--- src/rtl/rtc_bus_timing_ctrl.sv ---
// Address/data phase timing generator for the external RTC bus driver.
// All outputs are registered and decoded from the next state.
module rtc_bus_timing_ctrl #(
  parameter int T_SU  = 2,
  parameter int T_PW  = 4,
  parameter int T_HD  = 2,
  parameter int T_GAP = 3
) (
  input  logic       clk,
  input  logic       reset,
  input  logic       start,
  input  logic       rw,
  input  logic [7:0] addr,
  input  logic [7:0] wdata,
  output logic       busy,
  output logic       done,
  output logic [7:0] rdata,
  output logic       out_flag_escritura,
  output logic       out_flag_lectura,
  output logic [7:0] out_dato_bus,
  input  logic [7:0] in_dato_bus,
  output logic       cs_n,
  output logic       rd_n,
  output logic       wr_n,
  output logic       a_d
);

  localparam logic [3:0] S_IDLE = 4'd0;
  localparam logic [3:0] S_A_SU = 4'd1;
  localparam logic [3:0] S_A_PW = 4'd2;
  localparam logic [3:0] S_A_HD = 4'd3;
  localparam logic [3:0] S_GAP  = 4'd4;
  localparam logic [3:0] S_D_SU = 4'd5;
  localparam logic [3:0] S_D_PW = 4'd6;
  localparam logic [3:0] S_D_HD = 4'd7;
  localparam logic [3:0] S_DONE = 4'd8;

  localparam logic [7:0] SU_M1  = 8'(T_SU - 1);
  localparam logic [7:0] PW_M1  = 8'(T_PW - 1);
  localparam logic [7:0] HD_M1  = 8'(T_HD - 1);
  localparam logic [7:0] GAP_M1 = 8'(T_GAP - 1);

  logic [3:0] state_q, state_d;
  logic [7:0] cnt_q, cnt_d;
  logic       rw_q, rw_d;
  logic [7:0] addr_q, addr_d;
  logic [7:0] wdata_q, wdata_d;
  logic [7:0] rdata_q, rdata_d;
  logic       busy_q, busy_d;
  logic       done_q, done_d;
  logic       fe_q, fe_d;
  logic       fl_q, fl_d;
  logic [7:0] dbus_q, dbus_d;
  logic       cs_n_q, cs_n_d;
  logic       rd_n_q, rd_n_d;
  logic       wr_n_q, wr_n_d;
  logic       a_d_q, a_d_d;

  // Next state, dwell counter, request latch and read capture
  always_comb begin
    state_d = state_q;
    cnt_d   = cnt_q;
    rw_d    = rw_q;
    addr_d  = addr_q;
    wdata_d = wdata_q;
    rdata_d = rdata_q;
    if (state_q == S_IDLE) begin
      if (start) begin
        state_d = S_A_SU;
        cnt_d   = SU_M1;
        rw_d    = rw;
        addr_d  = addr;
        wdata_d = wdata;
      end
    end else if (cnt_q != 8'd0) begin
      cnt_d = cnt_q - 8'd1;
    end else begin
      case (state_q)
        S_A_SU: begin state_d = S_A_PW; cnt_d = PW_M1;  end
        S_A_PW: begin state_d = S_A_HD; cnt_d = HD_M1;  end
        S_A_HD: begin state_d = S_GAP;  cnt_d = GAP_M1; end
        S_GAP:  begin state_d = S_D_SU; cnt_d = SU_M1;  end
        S_D_SU: begin state_d = S_D_PW; cnt_d = PW_M1;  end
        S_D_PW: begin
          state_d = S_D_HD;
          cnt_d   = HD_M1;
          if (!rw_q) rdata_d = in_dato_bus;
        end
        S_D_HD: begin state_d = S_DONE; cnt_d = 8'd0; end
        default: begin state_d = S_IDLE; cnt_d = 8'd0; end
      endcase
    end
  end

  // Moore output decode from the state being entered
  always_comb begin
    cs_n_d = 1'b1;
    rd_n_d = 1'b1;
    wr_n_d = 1'b1;
    a_d_d  = 1'b1;
    fe_d   = 1'b0;
    fl_d   = 1'b0;
    dbus_d = 8'd0;
    busy_d = (state_d != S_IDLE);
    done_d = (state_d == S_DONE);
    case (state_d)
      S_A_SU, S_A_PW, S_A_HD: begin
        a_d_d  = 1'b0;
        cs_n_d = 1'b0;
        fe_d   = 1'b1;
        dbus_d = addr_d;
        wr_n_d = (state_d != S_A_PW);
      end
      S_D_SU, S_D_PW, S_D_HD: begin
        cs_n_d = 1'b0;
        if (rw_d) begin
          fe_d   = 1'b1;
          dbus_d = wdata_d;
          wr_n_d = (state_d != S_D_PW);
        end else begin
          fl_d   = 1'b1;
          rd_n_d = (state_d != S_D_PW);
        end
      end
      default: ;
    endcase
  end

  always_ff @(posedge clk) begin
    if (reset) begin
      state_q <= S_IDLE;
      cnt_q   <= 8'd0;
      rw_q    <= 1'b0;
      addr_q  <= 8'd0;
      wdata_q <= 8'd0;
      rdata_q <= 8'd0;
      busy_q  <= 1'b0;
      done_q  <= 1'b0;
      fe_q    <= 1'b0;
      fl_q    <= 1'b0;
      dbus_q  <= 8'd0;
      cs_n_q  <= 1'b1;
      rd_n_q  <= 1'b1;
      wr_n_q  <= 1'b1;
      a_d_q   <= 1'b1;
    end else begin
      state_q <= state_d;
      cnt_q   <= cnt_d;
      rw_q    <= rw_d;
      addr_q  <= addr_d;
      wdata_q <= wdata_d;
      rdata_q <= rdata_d;
      busy_q  <= busy_d;
      done_q  <= done_d;
      fe_q    <= fe_d;
      fl_q    <= fl_d;
      dbus_q  <= dbus_d;
      cs_n_q  <= cs_n_d;
      rd_n_q  <= rd_n_d;
      wr_n_q  <= wr_n_d;
      a_d_q   <= a_d_d;
    end
  end

  assign busy               = busy_q;
  assign done               = done_q;
  assign rdata              = rdata_q;
  assign out_flag_escritura = fe_q;
  assign out_flag_lectura   = fl_q;
  assign out_dato_bus       = dbus_q;
  assign cs_n               = cs_n_q;
  assign rd_n               = rd_n_q;
  assign wr_n               = wr_n_q;
  assign a_d                = a_d_q;

endmodule

--- config.mk ---
export PLATFORM = sky130hd
export DESIGN_NAME = rtc_bus_timing_ctrl
export DESIGN_NICKNAME = d
export VERILOG_FILES = /design/src/rtl/rtc_bus_timing_ctrl.sv
export SDC_FILE = /design/constraint.sdc
export NUM_CORES = 1
export LEC_CHECK = 0
export ABC_CLOCK_PERIOD_IN_PS = 4000
export CAP_MARGIN = 10
export CORE_AREA = 3 3 88 90
export CTS_CLUSTER_SIZE = 40
export DETAILED_ROUTE_END_ITERATION = 8
export DIE_AREA = 0 0 91 93
export GPL_TIMING_DRIVEN = 0
export SLEW_MARGIN = 5
export SYNTH_ARGS = -nofsm -noshare
export SYNTH_HDL_FRONTEND = slang
export SYNTH_SLANG_ARGS = --single-unit
export TNS_END_PERCENT = 1
--- constraint.sdc ---
create_clock -name clk -period 4 [get_ports clk]
set_input_delay 0.6 -clock clk [delete_from_list [all_inputs] [get_ports clk]]
set_output_delay 0.6 -clock clk [all_outputs]
set_load 0.02 [all_outputs]
# Word level (Yosys, flattened, before mapping)
# Index checks and enable logic that the tools add are counted.
[totals]
regBits = 53
inputBits = 28
elab_cells = 71
[classes]
add_sub_neg = 1
n_eq_ne = 17
n_mux = 23
bitwise = 4
n_reduce_logical = 11
[op_table]
columns = ["op", "n"]
rows = [
  ["$mux W8", 8],
  ["$eq A4 B3 Y1 const B", 7],
  ["$pmux W4 S7", 1],
  ["$eq A4 B2 Y1 const B", 4],
  ["$pmux W8 S2", 1],
  ["$mux W4", 3],
  ["$reduce_or A3 Y1", 4],
  ["$eq A4 B1 Y1 const B", 2],
  ["$reduce_bool A8 Y1", 1],
  ["$sub A8 B1 Y8 const B", 1],
  ["$mux W1", 7],
  ["$pmux W2 S3", 1],
  ["$reduce_or A6 Y1", 1],
  ["$eq A4 B4 Y1 const B", 1],
  ["$logic_not A4 Y1", 1],
  ["$ne A4 B2 Y1 const B", 1],
  ["$ne A4 B3 Y1 const B", 1],
  ["$not A1 Y1", 4],
  ["$pmux W1 S2", 2],
  ["$reduce_and A4 Y1", 1],
  ["$reduce_bool A4 Y1", 1],
  ["$reduce_or A2 Y1", 2],
  ["$ne A2 B2 Y1 const B", 1],
]

# Logic depth before layout (Yosys ltp)
# Gate-level depths: netlist of the first run.
[logic_depth]
ltp_word = 8
mapped_depth = 10
ltp_nobuf = 7

# Worst setup path after synthesis of the first run
# OpenSTA, ideal clock, no wires.
[synth_timing]
path_kind = "register -> register"
startpoint = "register cnt_q[0]"
endpoint = "register rdata_q[7] (netlist: rdata[7])"
setup_time_ps = 128
arrival_time_ps = 2248
required_time_ps = 3872
path_slack_ps = 1624
stages_incl_launch_ff = 11
n_path_buf = 3
cell_sequence = "dfxtp_1 > inv_1 > ha_1 > or4b_1 > buf_2 > or2_0 > buf_2 > or4_4 > buf_6 > mux2i_1 > nor2_1"
[synth_between]
elab_chain_len = 3
[synth_lines]
columns = ["element", "line_no", "rtl"]
rows = [
  ["from (decl)", "44", "logic [7:0] cnt_q, cnt_d;"],
  ["from (signal assigned)", "148", "cnt_q <= cnt_d;"],
  ["$reduce_bool A8 Y1", "75", "end else if (cnt_q != 8'd0) begin"],
  ["$not A1 Y1 (no line)", "--", ""],
  ["$reduce_and A4 Y1 (no line)", "--", ""],
  ["to (signal assigned)", "152", "rdata_q <= rdata_d;"],
  ["to (decl)", "48", "logic [7:0] rdata_q, rdata_d;"],
]
# Every way passes these cells.
# A chain may end at the register's enable or synchronous reset.

# Worst setup path after layout of the first run
[layout_timing]
startpoint = "register cnt_q[0]"
endpoint = "register dbus_q[3] (netlist: out_dato_bus[3])"
[layout_between]
elab_chain_len = 6
word_cells_on_any_way = 12
[layout_lines]
columns = ["element", "line_no", "rtl"]
rows = [
  ["$reduce_bool A8 Y1 (*)", "75", ""],
  ["$mux W4 (*)", "75", ""],
  ["$mux W4 (*)", "67", "if (state_q == S_IDLE) begin"],
  ["$eq A4 B3 Y1 (tied with other cells)", "106", "case (state_d)"],
  ["$reduce_or A3 Y1", "106", ""],
  ["$pmux W8 S2 (*)", "106", ""],
  ["to (signal assigned)", "157", "dbus_q <= dbus_d;"],
  ["to (decl)", "53", "logic [7:0] dbus_q, dbus_d;"],
]
# Mark *: on every way between the ends. The rest lies on a longest branch, timed or not.

==> results.md, run 1 <==
- Die area: 0.00846 sq mm
- Core Box Area: 0.00714 sq mm
- Leak pwr: 0.00114 uW
- Area delta synth->final: 35.5%
- Crit path required time: 4220 ps
- CTS buffer count: 5
- Synth Area in Compound Gates: about 15%
- GRT Total Usage: 10.9%
- Top post-synthesis cells by area: dfxtp_1 51%, mux2i_1 12%, nor2_1 7.2%
- Pint: between 1000 and 1500 uW
- Worst Setup End Kind: register
- Startpoint types: register
- First-pass GRT wire length: between 7000 and 8000 um
- Placement row count: 31
- Multi-input logic area: approximately 960 sq um
- Slew Viols, Final: 0
- Final Wtd Congestion: 0.845
- Largest family of logic cells by synthesized area: simple AND/OR/NAND/NOR gates
- Sw frac: about two fifths
- Clock share of power: 16.9%
- Post-DR vias/cell: 4.63
- Hold Crit Depth: 2
- Initial Utilization: slightly below 30%
- Switching power: 847 uW
- Die width: 91 um
- HP Class: register to register
- Cell area after layout: about 0.0028 sq mm
- XOR/XNOR Fraction of Synth Area: 0%
- Status: finished, final reports clean
- Final-report hold violation count: 0
- Antenna diode count: 0
- Resized cells post-CTS: 0
- FF/Latch Area: 0.00106 sq mm
- Die H: 93 um
- Post-synth top area share: between 50% and 60%
- Setup WS pre-CTS: approximately 1200 ps
- Power per cell area: approximately 740 mW/mm^2
- Proportion of synthesized area in mux cells: 12.5%
- Clk sink count: between 50 and 60
- Library cells used by synthesis: 44
- Ys Warns: 0
- Avg Inst Size Synth: approximately 9.5 sq um
- Worst vdd ir: roughly 0.4 mV
- Crit path kind: register to register
- Netlist Area Pre-Place: approximately 0.0021 sq mm
- Post-Synth Adder-Cell Area: between 1 and 1.5%
- DRT iter0 DRCs: 67
- Skew final: about 6.8 ps
- Max cap viols: 0
- Critical Path Fanout Max: 8
- Remaining DRCs: 0
- I/O Buffers: 51
- Comb pwr share: 48.9%
- Skew-Pair Late Insertion Delay: 300 ps
- Worst path arrival time: 2920 ps
- Routed vias: between 1500 and 2000
- Slew HR: 50.7%
- Largest net degree at the start of global routing: 17
- Commonest non-fill, non-tap cell in the layout: dfxtp_1
- Syn Nets: 250
- Simple-gate share of the synthesized area: 16.9%
- CTS clk-pin slew, worst paths: ~100 ps
- RSZ-0062 raised after global routing: false
- Root buffer cell: clkbuf_8
- Number of synthesized flops with an enable pin: 0
- Post-DP Area: between 0.002 and 0.003 sq mm
- DR WL/cell: 12.5 um
- H-tree Lvls: 2
- Reg power frac: approximately 34%
- Initial antenna violation count: 0
- Grt ovf: 0
- Fin crit period: about 2700 ps
- R2R cell count: 9
- Area leader, netlist: dfxtp_1
- Hold_buf cts: 0
- Seq/Total Area, Yosys: 50.6%
- DRT Wirelength: between 4000 and 5000 um
- Layout net count: 308
- #FFs+latches synth: 53
- Total Negative Setup Slacks: 0 ps
- CTS tree: done
- Share of layout cells above drive strength 1: 6.81%
- Vias in the first global route: between 1500 and 2000
- Ports: 52
- Most frequent cells in the layout: 53 x dfxtp_1, 51 x clkdlybuf4s50_1, 40 x nor2_1, 25 x mux2i_1
- Routed Antenna Nets: 0
- Max Root-Sink Buffers: 2
- Hold Slack: 497 ps
- Setup ws final: 1300 ps
- Top FF cell, synth: dfxtp_1
- Mapped Cells: between 200 and 250
- Fillers: between 700 and 800
- DP HPWL: between 3000 and 4000 um
- Worst-Margin Slew: 733 ps
- Period utilization: 67.6%
- Postcts setup bufs: 0
- Setup violations, final: 0
- Async SR Flop Fraction: 0%
- Pre-antenna DRT Iters: 6
- Fmax: roughly 370 MHz
per-stage QoR:
stage / util (%) / instances / power, uW
floorplan: - / 220 / 1480
global placement: 38.3 / 370 / 1760
detailed placement: 38.3 / 370 / 1770
CTS: 39.8 / 378 / 2140
global route: 39.8 / 378 / 2270
finish: 39.8 / 378 / 2120
layout make-up:
cell class / count / area share [%]
well taps: 99 / 4.36
plain buffers: 14 / 2.24
clock inverters: 2 / 1.36
repair buffers: 51 / 17.9
inverters: 4 / 0.528
clock buffers: 6 / 2.55
flip-flops and latches: 53 / 37.3
multi-input cells: 149 / 33.7
sequential cells by signal, indices dropped and copies added (netlist names), 4 cells and up:
signal and count:
cnt_q 8, out_dato_bus 8, rdata 8, state_q 4, wdata_q 8, addr_q 8
kinds of logic (layout without fill, tap and decap cells):
logic type | Yosys count | after routing
AOI/OAI and AO/OA | 46 | 46
adders and majority gates | 2 | 2
buffers and inverters | 18 | 77
DFF | 53 | 53
muxes | 26 | 26
and+or+nand+nor | 75 | 75
layer usage:
| layer | vias up | track usage, % | wire [um] |
|---|---|---|---|
| met5 | - | 0 | 0 |
| met4 | 0 | 3.02 | 38 |
| met3 | 4 | 2.74 | 161 |
| met2 | 36 | 18.4 | 2250 |
| met1 | 817 | 14.0 | 2270 |
| li1 | 893 | - | - |
synth_stat cells, types with 2 or more instances:
| library cell | count |
|---|---|
| nand4b_1 | 2 |
| nand2b_1 | 4 |
| nand2_1 | 11 |
| dfxtp_1 | 53 |
| a21oi_1 | 11 |
| o221ai_1 | 2 |
| nor2b_1 | 2 |
| nor3_1 | 3 |
| a211oi_1 | 2 |
| nor4_1 | 3 |
| o31ai_1 | 2 |
| ha_1 | 2 |
| clkbuf_1 | 9 |
| mux2i_1 | 25 |
| a31oi_1 | 2 |
| inv_1 | 4 |
| nor2_1 | 40 |
| o21ai_0 | 8 |
| buf_2 | 3 |
| o22ai_1 | 8 |
power by group through the flow:
| stage | registers, uW | clock network [uW] | logic, uW |
|---|---|---|---|
| floorplan | 780 | 0 | 701 |
| global placement | 734 | 0 | 1030 |
| detailed placement | 737 | 0 | 1040 |
| CTS | 726 | 371 | 1040 |
| global route | 737 | 388 | 1150 |
| finish | 725 | 357 | 1030 |
critical path, cell delays in order, from the launching register on:
cell and delay [ps]:
dfxtp_1 340, inv_1 110, ha_1 160, or4b_1 420, buf_2 170, or2_0 190, buf_2 160, o211ai_1 440
o2111ai_2 380, o22ai_1 260
path summary, 6_finish.rpt:
check	start	slack, ps	endpoint
worst min-delay path	rdata[5]	500	rdata[5]
worst max-delay path	cnt_q[0]	1300	out_dato_bus[3]
worst min register to register	rdata[5]	500	rdata[5]
worst max register to register	cnt_q[0]	1300	out_dato_bus[3]
No activity file was read; power rests on OpenSTA's default activity.
==> inputs of run 2 (changes only) <==
ABC_CLOCK_PERIOD_IN_PS = 2640   (was 4000)
clock period = 2.64 ns   (was 4 ns; I/O delays follow)
==> results.md, run 2 (synthesis results as in run 1) <==
- Worst path arrival time: 2700 ps (-220 ps)
- CP top delay family: simple AND/OR/NAND/NOR gates
- Routed vias: 1779 (+1.7%)
- Layout net count: 310 (+0.65%)
- Core Box Area: 0.00714 sq mm (unchanged)
- Final Wtd Congestion: 0.845 (unchanged)
- CP max-delay cell: or4_4
- Antenna diode count: 0 (unchanged)
- I/O Buffers: 51 (unchanged)
- Top Layer Used: met4
- Hold Crit Depth: 2 (unchanged)
- RSZ-0062 raised after global routing: false
- Post-DR vias/cell: 4.68 (+1.1%)
- R2R cell count: 10 (+1)
- Fillers: 729 (-0.14%)
- HP Class: register to register
- Slew Viols, Final: 0 (unchanged)
- Die H: 93 um (unchanged)
- Share of layout cells above drive strength 1: 8.90% (+2.1 points)
- Critical Path Fanout Max: 8 (unchanged)
- DRT Wirelength: 4770 um (+1.2%)
- Placement row count: 31 (unchanged)
- CTS buffer count: 5 (unchanged)
- Fmax: 397 MHz (+7.3%)
- Routed Antenna Nets: 0 (unchanged)
- End-of-flow core utilization: 40.7% (+0.86 points)
- Critical path buffers and inverters: 4 (+1)
- CP max stage delay: 520 ps (+80 ps)
- Commonest non-fill, non-tap cell in the layout: dfxtp_1
- Vias in the first global route: 1678 (+0.66%)
- Setup ws final: 121 ps (-1180 ps)
- Remaining DRCs: 0 (unchanged)
- Metal-1 WL: 2260 um (-0.35%)
- Setup WS pre-CTS: -18.6 ps (-1250 ps)
- Leak pwr: 0.00116 uW (+1.3%)
- Power per cell area: 1150 mW/mm^2 (+55%)
- Hold Slack: 497 ps (-0.350 ps)
- Worst vdd ir: 0.609 mV (+52%)
- Skew final: 5.24 ps (-1.54 ps)
- Root buffer cell: clkbuf_8
- GRT Total Usage: 11.0% (+0.051 points)
- Critical path depth: 10 (+1)
- Setup violations, final: 0 (unchanged)
- Worst Setup End Kind: register
- Metal2 WL: 2330 um (+3.8%)
- Ports: 52 (unchanged)
- H-tree Lvls: 2 (unchanged)
- Total Negative Setup Slacks: 0 ps (unchanged)
- Worst-Margin Slew: 717 ps (-16.2 ps)
- Skew-Pair Late Insertion Delay: 300 ps (about the same)
- Final-report hold violation count: 0 (unchanged)
- Die area: 0.00846 sq mm (unchanged)
- Max Root-Sink Buffers: 2 (unchanged)
- DR WL met3: 159 um (-1.2%)
- Fin crit period: 2520 ps (-185 ps)
- Grt ovf: 0 (unchanged)
- Initial antenna violation count: 0 (unchanged)
- Area delta synth->final: 38.5%
- Hold_buf cts: 0 (unchanged)
- Slew HR: 51.8% (+1.1 points)
- Max cap viols: 0 (unchanged)
- Crit path kind: register to register
- CTS tree: done
- Period utilization: 95.4% (+28 points)
- Initial Utilization: 29.4% (unchanged)
- CTS clk-pin slew, worst paths: 90 ps (about the same)
- First-pass GRT wire length: 7660 um (+0.46%)
- DR WL/cell: 12.5 um (+0.64%)
- Die width: 91 um (unchanged)
- Startpoint types: register
- Status: finished, final reports clean
- DRT iter0 DRCs: 79 (+18%)
- Pre-antenna DRT Iters: 4 (-2)
- Critical path's most frequent cell: buf_2
- Largest net degree at the start of global routing: 17 (unchanged)
- Crit path required time: 2820 ps (-1400 ps)
- DP HPWL: 3430 um (unchanged)
- Most frequent cells in the layout: 52 x dfxtp_1, 51 x clkdlybuf4s50_1, 40 x nor2_1, 25 x mux2i_1, 11 x a21oi_1
- Clk sink count: 53 (unchanged)
- Worst-path cell chain: inv_2 -> ha_1 -> or4b_1 -> buf_2 -> or2_0 -> buf_2 -> or4_4 -> buf_6 -> mux2i_1 -> nor2_1
## run 2: worst reg2reg max path, cell delays in order, from the launching register on
cell and delay, ps:
dfxtp_1 350, inv_2 80, ha_1 140, or4b_1 420, buf_2 170, or2_0 190, buf_2 170, or4_4 520
buf_6 160, mux2i_1 150, nor2_1 50
## run 2: routing by layer
layer  vias up  GRT usage (%)
met5         -              0
met4         0           3.02
met3         2           2.74
met2        36           18.6
met1       847           13.9
li1        894              -
## run 2: through the flow
step,instances,total power (uW),cell area [sq um]
6_report,380,3340,2910
5_1_grt,380,3590,2910
4_1_cts,380,3280,2860
3_5_place_dp,370,2680,2730
3_3_place_gp,370,2670,2730
2_1_floorplan,220,2250,2100
## run 2: area by class of cell
type,instances,area (sq um),area share [%]
sequential,53,1060,36.6
multi-input combinational,149,1000,34.5
timing repair buffer,53,526,18.1
tap,99,124,4.26
clock buffer,6,72.6,2.50
buffer,14,63.8,2.20
clock inverter,2,38.8,1.34
inverter,4,15.0,0.517
## run 2: power by group
part / switching, uW / internal, uW
Sequential: 97.9 / 1000
Clock: 257 / 285
Combinational: 1010 / 694
Total: 1360 / 1980
## run 2: worst paths after layout
path	slack [ps]	end	from
hold / removal	500	cnt_q[1]	cnt_q[1]
setup reg to reg	120	rdata[0]	cnt_q[0]
setup / recovery	120	rdata[0]	cnt_q[0]
hold reg to reg	500	cnt_q[1]	cnt_q[1]
## run 2: repair_timing
action	CTS	global route
buffers inserted	2	0
hold endpoints to repair	0	0
resized for setup	0	8
endpoints found under the setup margin	5	19
pin swaps	1	0
